$ cat config.mk
export PLATFORM = sky130hd
export DESIGN_NAME = key_debounce_n
export DESIGN_NICKNAME = d
export VERILOG_FILES = /design/src/rtl/key_pkg.sv /design/src/rtl/key_chan.sv /design/src/rtl/key_debounce_n.sv
export SDC_FILE = /design/constraint.sdc
export NUM_CORES = 1
export LEC_CHECK = 0
export ABC_AREA = 1
export BUFFER_PORTS_ARGS = -buffer_cell sky130_fd_sc_hd__buf_2
export CAP_MARGIN = 20
export CORE_MARGIN = 4
export CORE_UTILIZATION = 45
export DETAILED_ROUTE_END_ITERATION = 8
export GPL_TIMING_DRIVEN = 0
export PLACE_DENSITY = 0.69
export SKIP_LAST_GASP = 1
export SYNTH_ARGS = -nofsm -noshare
export SYNTH_HDL_FRONTEND = slang
export SYNTH_SLANG_ARGS = --single-unit
$ cat constraint.sdc
create_clock -name clk -period 2.25 [get_ports clk]
set_clock_uncertainty 0.1 [all_clocks]
set_input_delay 0.225 -clock clk [delete_from_list [all_inputs] [get_ports clk]]
set_output_delay 0.225 -clock clk [all_outputs]
set_load 0.01 [all_outputs]
$ cat src/rtl/key_pkg.sv
// Shared definitions for the key debounce block: channel state encoding and
// the counter width helper used by every channel.
package key_pkg;

    typedef enum logic [2:0] {
        KEY_IDLE   = 3'd0,
        KEY_DEB_DN = 3'd1,
        KEY_HELD   = 3'd2,
        KEY_REPEAT = 3'd3,
        KEY_DEB_UP = 3'd4
    } key_state_e;

    // Width of a counter that must reach max(a, b, c) - 1; never less than 1 bit.
    function automatic int cnt_width(input int a, input int b, input int c);
        int m;
        m = a;
        if (b > m) m = b;
        if (c > m) m = c;
        if (m <= 2) return 1;
        return $clog2(m);
    endfunction

endpackage

$ cat src/rtl/key_chan.sv
// One key channel: 2-flop synchronizer, debounce / auto-repeat FSM and its
// shared counter. All outputs come straight from flops.
module key_chan
    import key_pkg::*;
#(
    parameter int DEB_CYC = 250000,
    parameter int RPT_DLY = 12500000,
    parameter int RPT_PER = 2500000
) (
    input  logic clk,
    input  logic rstn,
    input  logic en,
    input  logic key_in,
    input  logic rpt_en,
    output logic key_lvl,
    output logic press_p,
    output logic release_p,
    output logic rpt_p
);

    localparam int CW = cnt_width(DEB_CYC, RPT_DLY, RPT_PER);
    localparam logic [CW-1:0] DEB_LAST = CW'(DEB_CYC - 1);
    localparam logic [CW-1:0] DLY_LAST = CW'(RPT_DLY - 1);
    localparam logic [CW-1:0] PER_LAST = CW'(RPT_PER - 1);

    logic [1:0]    sync_q, sync_d;
    key_state_e    state_q, state_d;
    logic [CW-1:0] cnt_q, cnt_d;
    logic          lvl_q, lvl_d;
    logic          press_q, press_d;
    logic          release_q, release_d;
    logic          rpt_q, rpt_d;
    logic          s;

    assign s = sync_q[1];

    // Next-state, counter and pulse decode for one channel.
    always_comb begin
        // NOTE: every _d gets a default before the case so no path can leave
        // it unassigned, which would otherwise infer a latch.
        sync_d    = {sync_q[0], key_in};
        state_d   = state_q;
        cnt_d     = cnt_q;
        lvl_d     = lvl_q;
        press_d   = 1'b0;
        release_d = 1'b0;
        rpt_d     = 1'b0;

        if (!en) begin
            // Disable drops straight to idle without announcing a release.
            state_d = KEY_IDLE;
            cnt_d   = '0;
            lvl_d   = 1'b0;
        end else begin
            unique case (state_q)
                KEY_IDLE: begin
                    lvl_d = 1'b0;
                    if (s) begin
                        state_d = KEY_DEB_DN;
                        cnt_d   = '0;
                    end
                end
                KEY_DEB_DN: begin
                    if (!s) begin
                        state_d = KEY_IDLE;
                        cnt_d   = '0;
                    end else if (cnt_q == DEB_LAST) begin
                        state_d = KEY_HELD;
                        cnt_d   = '0;
                        lvl_d   = 1'b1;
                        press_d = 1'b1;
                    end else begin
                        cnt_d = cnt_q + CW'(1);
                    end
                end
                KEY_HELD: begin
                    if (!s) begin
                        state_d = KEY_DEB_UP;
                        cnt_d   = '0;
                    end else if (!rpt_en) begin
                        cnt_d = '0;
                    end else if (cnt_q == DLY_LAST) begin
                        state_d = KEY_REPEAT;
                        cnt_d   = '0;
                        rpt_d   = 1'b1;
                    end else begin
                        cnt_d = cnt_q + CW'(1);
                    end
                end
                KEY_REPEAT: begin
                    // A falling key wins over a terminal repeat count.
                    if (!s) begin
                        state_d = KEY_DEB_UP;
                        cnt_d   = '0;
                    end else if (!rpt_en) begin
                        state_d = KEY_HELD;
                        cnt_d   = '0;
                    end else if (cnt_q == PER_LAST) begin
                        cnt_d = '0;
                        rpt_d = 1'b1;
                    end else begin
                        cnt_d = cnt_q + CW'(1);
                    end
                end
                KEY_DEB_UP: begin
                    if (s) begin
                        // Bounce while releasing: key is still down, stay pressed.
                        state_d = KEY_HELD;
                        cnt_d   = '0;
                    end else if (cnt_q == DEB_LAST) begin
                        state_d   = KEY_IDLE;
                        cnt_d     = '0;
                        lvl_d     = 1'b0;
                        release_d = 1'b1;
                    end else begin
                        cnt_d = cnt_q + CW'(1);
                    end
                end
                default: begin
                    state_d = KEY_IDLE;
                    cnt_d   = '0;
                    lvl_d   = 1'b0;
                end
            endcase
        end
    end

    // Register synchronizer, FSM, counter and all outputs.
    always_ff @(posedge clk or negedge rstn) begin
        if (!rstn) begin
            sync_q    <= '0;
            state_q   <= KEY_IDLE;
            cnt_q     <= '0;
            lvl_q     <= 1'b0;
            press_q   <= 1'b0;
            release_q <= 1'b0;
            rpt_q     <= 1'b0;
        end else begin
            // NOTE: non-blocking so every flop samples the pre-edge values,
            // which is what makes the two sync stages a real 2-cycle delay.
            sync_q    <= sync_d;
            state_q   <= state_d;
            cnt_q     <= cnt_d;
            lvl_q     <= lvl_d;
            press_q   <= press_d;
            release_q <= release_d;
            rpt_q     <= rpt_d;
        end
    end

    assign key_lvl   = lvl_q;
    assign press_p   = press_q;
    assign release_p = release_q;
    assign rpt_p     = rpt_q;

endmodule

$ cat src/rtl/key_debounce_n.sv
// N independent debounced key channels with optional auto-repeat.
module key_debounce_n #(
    parameter int N       = 4,
    parameter int DEB_CYC = 250000,
    parameter int RPT_DLY = 12500000,
    parameter int RPT_PER = 2500000
) (
    input  logic         clk,
    input  logic         rstn,
    input  logic         en,
    input  logic [N-1:0] key_in,
    input  logic [N-1:0] rpt_en,
    output logic [N-1:0] key_lvl,
    output logic [N-1:0] press_p,
    output logic [N-1:0] release_p,
    output logic [N-1:0] rpt_p,
    output logic         key_any
);

    // One channel per key.
    for (genvar i = 0; i < N; i++) begin : g_chan
        key_chan #(
            .DEB_CYC(DEB_CYC),
            .RPT_DLY(RPT_DLY),
            .RPT_PER(RPT_PER)
        ) u_chan (
            .clk      (clk),
            .rstn     (rstn),
            .en       (en),
            .key_in   (key_in[i]),
            .rpt_en   (rpt_en[i]),
            .key_lvl  (key_lvl[i]),
            .press_p  (press_p[i]),
            .release_p(release_p[i]),
            .rpt_p    (rpt_p[i])
        );
    end

    assign key_any = |key_lvl;

endmodule
==> summary.md <==
| Metric | Value |
|---|---|
| Run status | complete, no violations |
| Post-Syn Instances | 1354 |
| Ant diodes | 0 |
| Kind of critical path | flop to flop |
| Initial core utilization | 46.30% |
| Most frequent cell after synthesis | nand2_1 |
| FF-to-FF setup slack | 0.17 ns |
| GRT Total Usage | 21.78% |
| Clock sink count | 132 |
| Placement-stage cell area | 0.009630 mm^2 |
| Row cnt | 51 |
| Worst-path clk slew | 0.05 ns |
| Syn-to-layout area delta | 12.51% |
| Fillers | 1933 |
| Clock Latency Late Sink | 0.43 ns |
| Vias | 8819 |
| Number of global-route vias before repair | 8255 |
| Post-Syn Area | 0.009130 mm^2 |
| WP data required | 2.46 ns |
| Worst-margin pin slew | 0.8028 ns |
| Total CTS buffers | 17 |
| Fin cells | 1683 |
| Post-synthesis simple-gate area fraction | 42.52% |
| Synthesized flop and latch total | 132 |
| Hold crit path type | input pin to flop |
| Leakage | 0.004739 uW |
| Synth unique cells | 47 |
| Initial drt markers | 767 |
| H-Tree Depth | 4 |
| Final ANT Viol Nets | 0 |
| Synth async-reset ratio | 100.0% |
| Synth top area cells | dfrtp_1 (36%), nand2_1 (16%), nor2_1 (7.8%), nand3_1 (6.9%), inv_1 (6.2%) |
| Dpl hpwl | 17310 um |
| Family with the most delay on the worst path | simple AND/OR/NAND/NOR gates |
| Crit share post-route | 92.60% |
| Setup crit end kind | flop |
| Post-Route WL | 23630 um |
| Max Slew Vio Count | 0 |
| Number of port buffers | 27 |
| Initial antenna violation count | 0 |
| Detailed-route DRC error count | 0 |
| Critical path buffers and inverters | 2 |
| Post-CTS Setup Inserts | 0 |
| Syn_area_per_cell | 6.743 um^2 |
| Post-synth EDFFs | 0 |
| Vias/cell | 5.240 |
| Largest family of logic cells by synthesized area | simple AND/OR/NAND/NOR gates |
| Core area | 0.01972 mm^2 |
| Top cells by count, synth | nand2_1 (393), nor2_1 (190), inv_1 (151) |
| Peak Freq | 480.0 MHz |
| Largest net degree at the start of global routing | 89 |
| Global-route wire length before repair | 40320 um |
| Maximum VDD drop | 0.0004095 V |
| Arrival time worst endpoint | 2.29 ns |
| Finished Cell Area | 0.01027 mm^2 |
| Max_slew headroom | 46.19% |
| CTS tree | built |
| Cell taking the most area after synthesis | dfrtp_1 |
| Placer congestion estimate | 0.9439 |
| Synth Area in XOR/XNOR | 4.509% |
| Synth top area share | 36.18% |
| Setup crit start kind | flop |
| Crit path cell chain | ha_4 -> nand2_2 -> nor2_4 -> inv_2 -> nor2_2 -> nand4_1 -> nand2_1 -> nand3_4 -> buf_4 -> nand3_1 -> nand2_1 |
| Slowest stage delay, CP | 0.43 ns |
| Post-synthesis adder-cell area fraction | 0.5482% |
| Crit path max fanout | 10 |
| Final hold vios | 0 |
| Syn nets | 1369 |
| Post-synthesis mux area share | 0.1096% |
| Drt wl/cell | 14.04 um |
| Grt ovf | 0 |
| YS warnings | 0 |
| Min Hold Slack | 0.02153 ns |
| Vert. Die Dim | 150.4 um |
| Fin crit period | 2.083 ns |
| RSZ-0062 raised after global routing | yes |
| Final Setup Violations | 0 |
| Most common cell on crit path | nand2_1 |
| Die Area | 0.02263 mm^2 |
| Max_cap viols | 0 |
| Clock root buffer | clkbuf_16 |
| Layout Nets | 1421 |
| Share of layout cells above drive strength 1 | 10.37% |
| Top Ports | 28 |
| Synth Area in Compound Gates | 5.920% |
| Placed Cells incl. Taps | 1647 |
| Die width | 150.4 um |
| Synth Flop Type | dfrtp_1 |
| First-pass DRT Iterations | 5 |
| Cell Pwr Density | 670.6 mW/mm^2 |
| CP max stage cell | dfrtp_2 |
| Clock buffer depth | 2 |
| Register area share after synthesis | 36.18% |
[per-stage QoR]
| stage | worst slack (ns) | setup TNS (ns) | util [%] | total power (uW) |
|---|---|---|---|---|
| 2_1_floorplan | 0.4502 | 0 | - | 3692 |
| 3_3_place_gp | -1.046 | -135.64 | 48.67 | 4124 |
| 3_5_place_dp | 0.1020 | 0 | 48.84 | 4144 |
| 4_1_cts | 0.04800 | 0 | 52.00 | 6933 |
| 5_1_grt | -0.01710 | -0.01710 | 52.10 | 7233 |
| 6_report | 0.1665 | 0 | 52.10 | 6889 |
[power breakdown]
| part | internal [uW] | total, uW | switching [uW] |
|---|---|---|---|
| clock network | 1740 | 2760 | 1020 |
| registers | 2450 | 2570 | 114 |
| logic | 480 | 1560 | 1080 |
| total | 4680 | 6890 | 2210 |
[kinds of logic after synthesis]
kind of cell | after synthesis
buffers and inverters | 209
AOI/OAI and AO/OA | 100
and+or+nand+nor | 861
adders and majority gates | 4
DFF | 132
muxes | 1
xor gates and xnor gates | 47
[metal layers]
layer  global-route usage, %  share of wire [%]  vias up
met5                       0                  0        -
met4                   5.261                1.4        0
met3                   3.883                5.3       27
met2                   35.55                 46      234
met1                   30.15                 47     4125
li1                        -                  -     4433
[final cells by class]
class                   instances  area [um^2]  area share [%]
well taps                     265        331.6           3.228
clock buffers                  27        503.0           4.896
inverters                     155        581.8           5.664
repair buffers                 33        219.0           2.132
multi-input cells            1013         4912           47.82
clock inverters                 4        70.07          0.6821
plain buffers                  54        350.3           3.410
flip-flops and latches        132         3304           32.17
[final timing paths]
kind / end / cells past startpoint / from
max: g_chan[2].u_chan.cnt_q[15] / 11 / g_chan[2].u_chan.cnt_q[0]
min: g_chan[1].u_chan.rpt_p / 3 / rpt_en[1]
max reg2reg: g_chan[2].u_chan.cnt_q[15] / 11 / g_chan[2].u_chan.cnt_q[0]
min reg2reg: g_chan[0].u_chan.sync_q[1] / 0 / g_chan[0].u_chan.sync_q[0]
max in group asynchronous: g_chan[0].u_chan.cnt_q[18] / 3 / rstn
min in group asynchronous: g_chan[1].u_chan.cnt_q[1] / 2 / rstn
[cells in the final DEF (no fill, tap or decap), types with 9 or more instances in the layout]
cell type  netlist  routed
dfrtp_1        132     131
a21oi_1         39      39
nand4_1         33      33
clkbuf_1         9      15
buf_6            8       9
nor3_1          51      51
o21ai_0         35      35
xor2_1          39      39
nor4_1          14      14
clkbuf_16        0      17
inv_1          151     151
nand2_2          9       9
buf_4           17      17
buf_2           18      44
nand2_1        393     393
nand3_1        125     124
nor2_1         190     190
[tightest hold or removal path, delay by kind of cell]
| family | cells | cell delay (ns) |
|---|---|---|
| simple gates | 2 | 0.13 |
| buf+inv | 1 | 0.14 |
[sequential cells by signal, summed over array words and instances, names as in the netlist]
| register | flops |
|---|---|
| g_chan.u_chan.state_q | 12 |
| g_chan.u_chan.press_p | 4 |
| g_chan.u_chan.rpt_p | 4 |
| g_chan.u_chan.sync_q | 8 |
| g_chan.u_chan.key_lvl | 4 |
| g_chan.u_chan.release_p | 4 |
| g_chan.u_chan.cnt_q | 96 |
[timing repair]
item / CTS / global route
endpoints found under the setup margin: 0 / 39
endpoints found under the hold margin: 48 / 0
gates resized for setup: 0 / 4
hold buffers: 5 / 0
Power figures use the tool's default switching activity.
